===== config.mk =====
export PLATFORM = sky130hd
export DESIGN_NAME = ps2_host_tx_flat
export DESIGN_NICKNAME = d
export VERILOG_FILES = /design/src/rtl/ps2_pkg.sv /design/src/rtl/ps2_host_tx_if.sv /design/src/rtl/ps2_line_sync.sv /design/src/rtl/ps2_host_tx.sv /design/src/flat_wrapper.sv
export SDC_FILE = /design/constraint.sdc
export NUM_CORES = 1
export LEC_CHECK = 0
export ABC_AREA = 1
export CAP_MARGIN = 20
export CORE_UTILIZATION = 45
export CTS_CLUSTER_SIZE = 24
export DETAILED_ROUTE_END_ITERATION = 12
export GPL_ROUTABILITY_DRIVEN = 0
export PLACE_DENSITY = 0.66
export SKIP_CTS_REPAIR_TIMING = 1
export SLEW_MARGIN = 20
export SYNTH_ARGS = -nofsm -noshare
export SYNTH_HDL_FRONTEND = slang
export SYNTH_SLANG_ARGS = --single-unit
export TNS_END_PERCENT = 10

===== constraint.sdc =====
create_clock -name CLK_25MHZ -period 1.95 [get_ports CLK_25MHZ]
set_input_delay 0.195 -clock CLK_25MHZ [delete_from_list [all_inputs] [get_ports CLK_25MHZ]]
set_output_delay 0.195 -clock CLK_25MHZ [all_outputs]
set_load 0.01 [all_outputs]

===== src/rtl/ps2_pkg.sv =====
// Shared PS/2 definitions: host transmitter states, frame geometry and parity helper.
package ps2_pkg;

    typedef enum logic [2:0] {
        IDLE,
        INHIBIT,
        REQUEST,
        SHIFT,
        WAIT_ACK,
        RECOVER,
        ERR
    } ps2_state_t;

    // Data bits + parity + stop shifted out after the start bit.
    localparam int FRAME_BITS = 10;
    // Device clock fall on which the ACK bit is sampled.
    localparam int ACK_FALL   = 11;

    function automatic logic odd_parity(input logic [7:0] data);
        return ~^data;
    endfunction

endpackage


===== src/rtl/ps2_host_tx_if.sv =====
// Byte handshake plus open-drain pad signals of the PS/2 host transmitter.
interface ps2_host_tx_if;

    logic       tx_valid;
    logic [7:0] tx_data;
    logic       tx_ready;
    logic       tx_done;
    logic       tx_error;
    logic       busy;
    logic       ps2_clk_in;
    logic       ps2_data_in;
    logic       ps2_clk_drive_low;
    logic       ps2_data_drive_low;

    // Client and pad side: issues bytes and supplies the raw pad levels.
    modport master (
        output tx_valid, tx_data, ps2_clk_in, ps2_data_in,
        input  tx_ready, tx_done, tx_error, busy, ps2_clk_drive_low, ps2_data_drive_low
    );

    // Transmitter side.
    modport slave (
        input  tx_valid, tx_data, ps2_clk_in, ps2_data_in,
        output tx_ready, tx_done, tx_error, busy, ps2_clk_drive_low, ps2_data_drive_low
    );

endinterface


===== src/rtl/ps2_line_sync.sv =====
// Two-flop synchroniser for one asynchronous PS/2 line plus falling-edge detect.
module ps2_line_sync (
    input  logic clk,
    input  logic srst,
    input  logic line_in,
    output logic line_sync,
    output logic line_fall
);

    logic [1:0] sync_reg;
    logic       prev_reg;

    // Reset to the idle (pulled-up) level so leaving reset never fakes a fall.
    always_ff @(posedge clk) begin
        if (srst) begin
            sync_reg <= 2'b11;
            prev_reg <= 1'b1;
        end else begin
            sync_reg <= {sync_reg[0], line_in};
            prev_reg <= sync_reg[1];
        end
    end

    assign line_sync = sync_reg[1];
    assign line_fall = prev_reg & ~sync_reg[1];

endmodule


===== src/rtl/ps2_host_tx.sv =====
// PS/2 host-to-device transmitter: inhibit, request-to-send, shift one byte on device
// clock falls, then check the device ACK and wait for the bus to go idle.
module ps2_host_tx
    import ps2_pkg::*;
#(
    parameter int INHIBIT_CYCLES = 2500,
    parameter int REQUEST_CYCLES = 25,
    parameter int TIMEOUT_CYCLES = 375000
) (
    input  logic         CLK_25MHZ,
    input  logic         RESET,
    ps2_host_tx_if.slave bus
);

    localparam int CNT_MAX = (INHIBIT_CYCLES > TIMEOUT_CYCLES) ? INHIBIT_CYCLES : TIMEOUT_CYCLES;
    localparam int CNT_W   = $clog2(CNT_MAX + 1);

    localparam logic [CNT_W-1:0] INHIBIT_LAST = CNT_W'(INHIBIT_CYCLES - 1);
    localparam logic [CNT_W-1:0] REQUEST_LAST = CNT_W'(REQUEST_CYCLES - 1);
    localparam logic [CNT_W-1:0] TIMEOUT_LAST = CNT_W'(TIMEOUT_CYCLES - 1);

    ps2_state_t            state_reg, state_next;
    logic [CNT_W-1:0]      cnt_reg, cnt_next;
    logic [3:0]            bit_idx_reg, bit_idx_next;
    logic [FRAME_BITS-1:0] frame_reg, frame_next;
    logic                  data_low_reg, data_low_next;

    logic clk_sync, clk_fall, data_sync, data_fall_unused;
    logic timeout_hit;
    logic tx_ready, tx_done, tx_error;

    ps2_line_sync u_clk_sync (
        .clk       (CLK_25MHZ),
        .srst      (RESET),
        .line_in   (bus.ps2_clk_in),
        .line_sync (clk_sync),
        .line_fall (clk_fall)
    );

    ps2_line_sync u_data_sync (
        .clk       (CLK_25MHZ),
        .srst      (RESET),
        .line_in   (bus.ps2_data_in),
        .line_sync (data_sync),
        .line_fall (data_fall_unused)
    );

    assign timeout_hit = (cnt_reg == TIMEOUT_LAST);

    always_ff @(posedge CLK_25MHZ) begin
        if (RESET) begin
            state_reg    <= IDLE;
            cnt_reg      <= '0;
            bit_idx_reg  <= '0;
            frame_reg    <= '0;
            data_low_reg <= 1'b0;
        end else begin
            state_reg    <= state_next;
            cnt_reg      <= cnt_next;
            bit_idx_reg  <= bit_idx_next;
            frame_reg    <= frame_next;
            data_low_reg <= data_low_next;
        end
    end

    always_comb begin
        state_next    = state_reg;
        cnt_next      = cnt_reg;
        bit_idx_next  = bit_idx_reg;
        frame_next    = frame_reg;
        data_low_next = data_low_reg;
        tx_ready      = 1'b0;
        tx_done       = 1'b0;
        tx_error      = 1'b0;

        case (state_reg)
            IDLE: begin
                tx_ready      = 1'b1;
                data_low_next = 1'b0;
                if (bus.tx_valid) begin
                    state_next   = INHIBIT;
                    cnt_next     = '0;
                    bit_idx_next = '0;
                    frame_next   = {1'b1, odd_parity(bus.tx_data), bus.tx_data};
                end
            end
            INHIBIT: begin
                if (cnt_reg == INHIBIT_LAST) begin
                    state_next    = REQUEST;
                    cnt_next      = '0;
                    data_low_next = 1'b1;   // start bit goes low while the clock is still held
                end else begin
                    cnt_next = cnt_reg + 1'b1;
                end
            end
            REQUEST: begin
                if (cnt_reg == REQUEST_LAST) begin
                    state_next = SHIFT;
                    cnt_next   = '0;
                end else begin
                    cnt_next = cnt_reg + 1'b1;
                end
            end
            SHIFT: begin
                if (clk_fall) begin
                    cnt_next      = '0;
                    data_low_next = ~frame_reg[bit_idx_reg];
                    bit_idx_next  = bit_idx_reg + 4'd1;
                    if (bit_idx_reg == 4'(FRAME_BITS - 1))
                        state_next = WAIT_ACK;
                end else if (timeout_hit) begin
                    state_next    = ERR;
                    data_low_next = 1'b0;
                end else begin
                    cnt_next = cnt_reg + 1'b1;
                end
            end
            WAIT_ACK: begin
                if (clk_fall) begin
                    cnt_next     = '0;
                    bit_idx_next = 4'(ACK_FALL);
                    state_next   = data_sync ? ERR : RECOVER;
                end else if (timeout_hit) begin
                    state_next = ERR;
                end else begin
                    cnt_next = cnt_reg + 1'b1;
                end
            end
            RECOVER: begin
                // The byte only counts as delivered once the device has let go of both lines.
                if (clk_sync && data_sync) begin
                    state_next = IDLE;
                    tx_done    = 1'b1;
                end else if (clk_fall) begin
                    cnt_next = '0;
                end else if (timeout_hit) begin
                    state_next = ERR;
                end else begin
                    cnt_next = cnt_reg + 1'b1;
                end
            end
            ERR: begin
                tx_error      = 1'b1;
                data_low_next = 1'b0;
                state_next    = IDLE;
            end
            default: begin
                state_next    = IDLE;
                data_low_next = 1'b0;
            end
        endcase
    end

    assign bus.tx_ready           = tx_ready;
    assign bus.tx_done            = tx_done;
    assign bus.tx_error           = tx_error;
    assign bus.busy               = (state_reg != IDLE);
    assign bus.ps2_clk_drive_low  = (state_reg == INHIBIT) || (state_reg == REQUEST);
    assign bus.ps2_data_drive_low = data_low_reg;

endmodule

===== src/flat_wrapper.sv =====
// flat-port wrapper written by rule: the top's interface ports become plain ports
module ps2_host_tx_flat import ps2_pkg::*;
#(
    parameter int INHIBIT_CYCLES = 2500,
    parameter int REQUEST_CYCLES = 25,
    parameter int TIMEOUT_CYCLES = 375000
)
  (CLK_25MHZ, RESET, bus_tx_valid, bus_tx_data, bus_ps2_clk_in, bus_ps2_data_in, bus_tx_ready, bus_tx_done, bus_tx_error, bus_busy, bus_ps2_clk_drive_low, bus_ps2_data_drive_low);
  ps2_host_tx_if bus_i ();
  input  logic CLK_25MHZ;
  input  logic RESET;
  input wire logic [$bits(bus_i.tx_valid)-1:0] bus_tx_valid;
  input wire logic [$bits(bus_i.tx_data)-1:0] bus_tx_data;
  input wire logic [$bits(bus_i.ps2_clk_in)-1:0] bus_ps2_clk_in;
  input wire logic [$bits(bus_i.ps2_data_in)-1:0] bus_ps2_data_in;
  output wire logic [$bits(bus_i.tx_ready)-1:0] bus_tx_ready;
  output wire logic [$bits(bus_i.tx_done)-1:0] bus_tx_done;
  output wire logic [$bits(bus_i.tx_error)-1:0] bus_tx_error;
  output wire logic [$bits(bus_i.busy)-1:0] bus_busy;
  output wire logic [$bits(bus_i.ps2_clk_drive_low)-1:0] bus_ps2_clk_drive_low;
  output wire logic [$bits(bus_i.ps2_data_drive_low)-1:0] bus_ps2_data_drive_low;
  assign bus_i.tx_valid = bus_tx_valid;
  assign bus_i.tx_data = bus_tx_data;
  assign bus_i.ps2_clk_in = bus_ps2_clk_in;
  assign bus_i.ps2_data_in = bus_ps2_data_in;
  assign bus_tx_ready = bus_i.tx_ready;
  assign bus_tx_done = bus_i.tx_done;
  assign bus_tx_error = bus_i.tx_error;
  assign bus_busy = bus_i.busy;
  assign bus_ps2_clk_drive_low = bus_i.ps2_clk_drive_low;
  assign bus_ps2_data_drive_low = bus_i.ps2_data_drive_low;
  ps2_host_tx #(.INHIBIT_CYCLES(INHIBIT_CYCLES), .REQUEST_CYCLES(REQUEST_CYCLES), .TIMEOUT_CYCLES(TIMEOUT_CYCLES)) u_core (.CLK_25MHZ(CLK_25MHZ), .RESET(RESET), .bus(bus_i));
endmodule

## After elaboration in Yosys (flattened, before gate mapping)

Cells that the tools add are included.

| word-level totals | value |
|---|---|
| output and inout port bits | 6 |
| register bits after elaboration | 42 |

| cells by class | value |
|---|---|
| eq/ne operators | 19 |
| $add $sub $neg | 2 |
| multiplexer cells | 32 |
| reductions and logical operators | 14 |
| bitwise logic cells | 4 |
| order comparisons | 1 |

Operators with widths:

| cell | number |
|---|---|
| $mux W19 | 6 |
| $pmux W19 S5 | 1 |
| $mux W3 | 9 |
| $add A19 B1 Y19 const B | 1 |
| $eq A19 B12 Y1 const B | 1 |
| $eq A19 B19 Y1 const B | 1 |
| $eq A19 B5 Y1 const B | 1 |
| $pmux W3 S6 | 1 |
| $mux W4 | 3 |
| $pmux W4 S3 | 1 |
| $eq A3 B3 Y1 const B | 3 |
| $mux W1 | 8 |
| $ne A2 B1 Y1 const B | 4 |
| $reduce_xnor A8 Y1 | 1 |
| $eq A3 B2 Y1 const B | 2 |
| $ne A3 B3 Y1 const B | 2 |
| $reduce_and A3 Y1 | 2 |
| $reduce_bool A3 Y1 | 2 |
| $lt A4 B5 Y1 const B | 1 |
| $reduce_and A5 Y1 | 1 |
| $reduce_bool A5 Y1 | 1 |
| $add A4 B1 Y4 const B | 1 |
| $bmux W1 S4 | 1 |
| $eq A4 B4 Y1 const B | 1 |
| other kinds (14) | 17 |

## Logic depth before layout (Yosys ltp)

| depth | value |
|---|---|
| depth after elaboration | 5 |
| gate-level depth with buffers | 14 |
| depth with buffers taken out | 12 |

## Modules after synthesis

From an unflattened synthesis, not the netlist that was laid out.

| unflattened totals | value |
|---|---|
| cells, all modules | 420 |
| area, all modules | 2740.1 um^2 |

Modules (own cells, without submodules):

| module | area each (um^2) | cells each | times used |
|---|---|---|---|
| ps2_host_tx | 2552.4 | 396 | 1 |
| ps2_line_sync | 93.8 | 12 | 2 |

## Worst setup path after synthesis

Ideal clock, no wire load.

| path | value |
|---|---|
| path kind | reg-to-reg |
| start point | register u_core.cnt_reg[0] |
| end point | register u_core.cnt_reg[13] |
| arrival | 1506 ps |
| period minus slack after synthesis | 1619 ps |
| cell stages (with the launch flop) | 14 |
| buffers on the path | 1 |
| path slack | 331 ps |
| data required time | 1836 ps |
| cells stage by stage | dfxtp_1 ha_1 nand2_1 nor2_1 nand2_1 nor2_1 nand3_2 nand2_2 inv_1 buf_4 nand2_1 nor2_1 o21ai_1 nor2_2 |

| between the ends | value |
|---|---|
| longest elaborated chain between the ends | 5 |
| elaborated cells on any way between the ends | 10 |
| those cells by class | add/sub (1); eq/ne (3); mux (6) |

RTL lines:

| what | RTL line | source |
|---|---|---|
| from (decl) | ps2_host_tx.sv:23 | `logic [CNT_W-1:0] cnt_reg, cnt_next;` |
| from (signal assigned) | ps2_host_tx.sv:59 | `cnt_reg <= cnt_next;` |
| $add A19 B1 Y19 or $eq A19 B19 Y1 (tied branches) | n/a |  |
| $mux W19 | ps2_host_tx.sv:111, ps2_host_tx.sv:123, ps2_host_tx.sv:136 |  |
| $mux W19 | ps2_host_tx.sv:119 | `if (clk_fall) begin` |
| $mux W19 | ps2_host_tx.sv:131 | `if (clk_sync && data_sync) begin` |
| $pmux W19 S5 * | ps2_host_tx.sv:76 | `case (state_reg)` |

Mark *: on every way between the ends. The rest lies on a longest branch, timed or not. The select of a mux whose other input is x is not followed.
A chain may end at the register's enable or synchronous reset.

## Worst setup path after layout

| path | value |
|---|---|
| start point | register u_core.state_reg[0] |
| end point | output bus_ps2_clk_drive_low |

| between the ends | value |
|---|---|
| longest elaborated chain between the ends | 2 |
| elaborated cells on any way between the ends | 3 |
| those cells by class | eq/ne (2); reduce/logical (1) |

RTL lines:

| what | RTL line | source |
|---|---|---|
| from (decl) | ps2_host_tx.sv:22 | `ps2_state_t state_reg, state_next;` |
| from (signal assigned) | ps2_host_tx.sv:58 | `state_reg <= state_next;` |
| $eq A3 B1 Y1 or $eq A3 B2 Y1 (tied branches) | ps2_host_tx.sv:158 | `assign bus.ps2_clk_drive_low = (state_reg == INHIBIT) \|\| (state_reg == REQUEST);` |
| $logic_or A1 B1 Y1 * | ps2_host_tx.sv:158 |  |
| to (decl) | flat_wrapper.sv:20 | `output wire logic [$bits(bus_i.ps2_clk_drive_low)-1:0] bus_ps2_clk_drive_low;` |

Mark *: on every way between the ends. The rest lies on a longest branch, timed or not.

==> summary.md <==
| Metric | Value |
|---|---|
| Worst Hold Path Cells | `1` |
| Kind of critical path | `flop to output pin` |
| Core box area | `5473 µm²` |
| Power Internal | `1.981 mW` |
| Flops & latches, synth | `42` |
| Std-Cell Rows | `27` |
| Initial core utilization | `46.64%` |
| Vias per Instance | `5.147` |
| Post-synth EDFFs | `0` |
| Crit start category | `flop` |
| Final worst path period share | `99.71%` |
| Syn avg cell area | `6.495 µm²` |
| Total CTS buffers | `5` |
| Combinational power share | `38.4%` |
| Synth Area in Adders | `1.961%` |
| H-tree depth | `2` |
| Global-route wire length before repair | `10.07 mm` |
| Status | `finished clean` |
| ANT cells | `0` |
| Via count | `2563` |
| Clock sinks | `42` |
| Clock Tree Buf Depth | `2` |
| Clk pwr share | `26.6%` |
| Hold Crit Endpoint | `u_core.u_data_sync.sync_reg[1]` |
| CTS tree | `built` |
| Final TNS setup | `0 ns` |
| Largest register FFs | `19` |
| Final #Nets | `442` |
| Min Tclk post-route | `1.944 ns` |
| Detail Route Antenna Nets | `0` |
| Async SR Flop Fraction | `0%` |
| Drt total wl | `6.007 mm` |
| Synth Instances | `393` |
| IO Port Bufs | `18` |
| Final number of hold-violating endpoints | `0` |
| Largest family of logic cells by synthesized area | `simple AND/OR/NAND/NOR gates` |
| # setup viols final | `0` |
| Crit path max fanout | `6` |
| Grt total ovfl | `0` |
| Number of global-route vias before repair | `2326` |
| Drt pass-1 iters | `4` |
| Setup Skew | `0.005378 ns` |
| Mapped Nets | `410` |
| Crit path required time | `1.75 ns` |
| CP Data Arrival Time | `1.75 ns` |
| Synth area leader | `dfxtp_1` |
| Hold WS | `0.4135 ns` |
| Worst skew pair latency | `0.30 ns` |
| Initial antenna violation count | `0` |
| Clock Pin Slew Worst Setup and Hold Paths | `0.09 ns` |
| Leakage power | `1.293 nW` |
| R2r endpoint | `u_core.cnt_reg[1]` |
| Library cells used by synthesis | `34` |
| Fmax | `0.5143 GHz` |
| Synth warn | `0` |
| Clk root buf | `clkbuf_8` |
| Gr usage total | `21.02%` |
| Slew of the pin with the lowest slew margin | `0.5342 ns` |
| Pin count of the biggest net entering global routing | `16` |
| Multiplexer area fraction after synthesis | `0%` |
| Maximum VDD drop | `0.6055 mV` |
| Synth Area in Simple Gates | `39.61%` |
| Cell Area, Synth | `2552 µm²` |
| Die ar. | `5978 µm²` |
| DP Wirelength | `4.488 mm` |
| Die height | `77.32 µm` |
| Setup slack, reg-to-reg | `0.11 ns` |
| Area grow syn2layout | `19.66%` |
| Sequential-to-total area share from yosys stat | `32.94%` |
| Area share of the largest cell type after synthesis | `32.94%` |
| Slew Viols, Final | `0` |
| CP Capture Type | `output pin` |
| Switching part of the total | `37.36%` |
| I/O pin cnt | `19` |
| Count leader, synth | `nand2_1` |
| Post-synthesis xor/xnor area fraction | `3.431%` |
| Reg2Reg Launch Point | `u_core.cnt_reg[0]` |
| Hold Path Origin | `u_core.u_data_sync.sync_reg[0]` |
| Synth top area cells | `dfxtp_1 (33%), nand2_1 (12%), nor2_1 (7.9%)` |
| Unrepaired setup endpoints after global routing | `yes` |
| Switch Pwr | `1.182 mW` |
| Pwr Density | `1035 nW/µm²` |
| Share of power burned in registers | `35.1%` |
| Die X | `77.32 µm` |
| FF-to-FF path depth | `11` |
| Post-synthesis compound-gate area fraction | `11.72%` |
| Ys flop type | `dfxtp_1` |
| Synth cell count leaders | `nand2_1 (83), nor2_1 (54), inv_1 (50), dfxtp_1 (42), nand3_1 (37)` |
| Share of cells above drive strength 1 | `16.20%` |
| Drc violations | `0` |
| Max Cap Viol | `0` |
| Max-slew headroom | `64.06%` |
| Iter 0 DRT Violations | `156` |
| Core Util, Final | `55.81%` |
| WL/cell | `12.06 µm` |
| Worst Hold Class | `flop to flop` |
-- power groups by stage --
| stage | Combinational (mW) | Clock (mW) | Sequential [mW] |
|---|---|---|---|
| 2_1_floorplan | 0.834 | 0 | 1.10 |
| 3_3_place_gp | 1.13 | 0 | 1.12 |
| 3_5_place_dp | 1.14 | 0 | 1.12 |
| 4_1_cts | 1.14 | 0.855 | 1.10 |
| 5_1_grt | 1.35 | 0.882 | 1.13 |
| 6_report | 1.21 | 0.840 | 1.11 |
-- cells by family (layout without fill, tap and decap cells) --
logic type	after synthesis	in the layout
compound gates	54	54
xor+xnor	10	10
fa+ha+maj	4	4
buf+inv	63	96
flops	42	42
simple gates	220	220
-- routing by layer --
layer / track usage, % / part of all wire (%) / up-vias
li1: - / - / 1322
met1: 26.82 / 47 / 1156
met2: 35.13 / 46 / 73
met3: 3.690 / 4.9 / 12
met4: 7.736 / 1.8 / 0
met5: 0 / 0 / -
-- stage by stage --
step | power (mW) | worst slack (ns) | instances | cell area, µm²
5_1_grt | 3.360 | -0.05745 | 498 | 3054
6_report | 3.162 | 0.005573 | 498 | 3054
3_3_place_gp | 2.247 | 0.03896 | 485 | 2840
3_5_place_dp | 2.254 | 0.02094 | 485 | 2840
4_1_cts | 3.097 | -0.2422 | 493 | 2978
2_1_floorplan | 1.930 | 0.3305 | 393 | 2552
-- how the worst max path moves through the flow --
stage / to / cells after the start / slack [ns] / start
floorplan: u_core.cnt_reg[13] / 13 / 0.33 / u_core.cnt_reg[0]
global placement: u_core.cnt_reg[5] / 11 / 0.04 / bus_tx_valid
detailed placement: u_core.cnt_reg[5] / 11 / 0.02 / bus_tx_valid
CTS: bus_ps2_clk_drive_low / 4 / -0.24 / u_core.state_reg[0]
global route: bus_ps2_clk_drive_low / 4 / -0.06 / u_core.state_reg[0]
finish: bus_ps2_clk_drive_low / 4 / 0.006 / u_core.state_reg[0]
-- worst max-delay path: stages (launching register included) --
cell and delay [ns]:
dfxtp_2 0.42, inv_2 0.08, nor3_2 0.25, or2_2 0.19, clkdlybuf4s50_1 0.52
-- cell usage in the layout (no fill, tap or decap), types with 5 or more instances in the layout --
cell,synthesis,routed
nand2_1,83,82
nor3_1,7,5
dfxtp_2,0,5
or2_2,5,5
o21ai_0,20,20
buf_4,1,13
clkbuf_8,0,5
a21oi_1,20,20
clkdlybuf4s50_1,0,17
nand3_1,37,37
nand2_2,9,9
xnor2_1,6,6
dfxtp_1,42,37
nand4_1,7,7
nor2_2,9,9
inv_1,50,49
nor2_1,54,54
-- area by class of cell --
cell class,instances,area (µm²)
Fill cell,577,2419
Multi-Input combinational cell,288,1468
Sequential cell,42,847.1
Timing Repair Buffer,32,291.5
Inverter,55,212.7
Tap cell,72,90.09
Clock buffer,5,68.82
Clock inverter,3,68.82
Timing Repair inverter,1,7.507
Note: power is estimated with default switching activity, not from simulation.
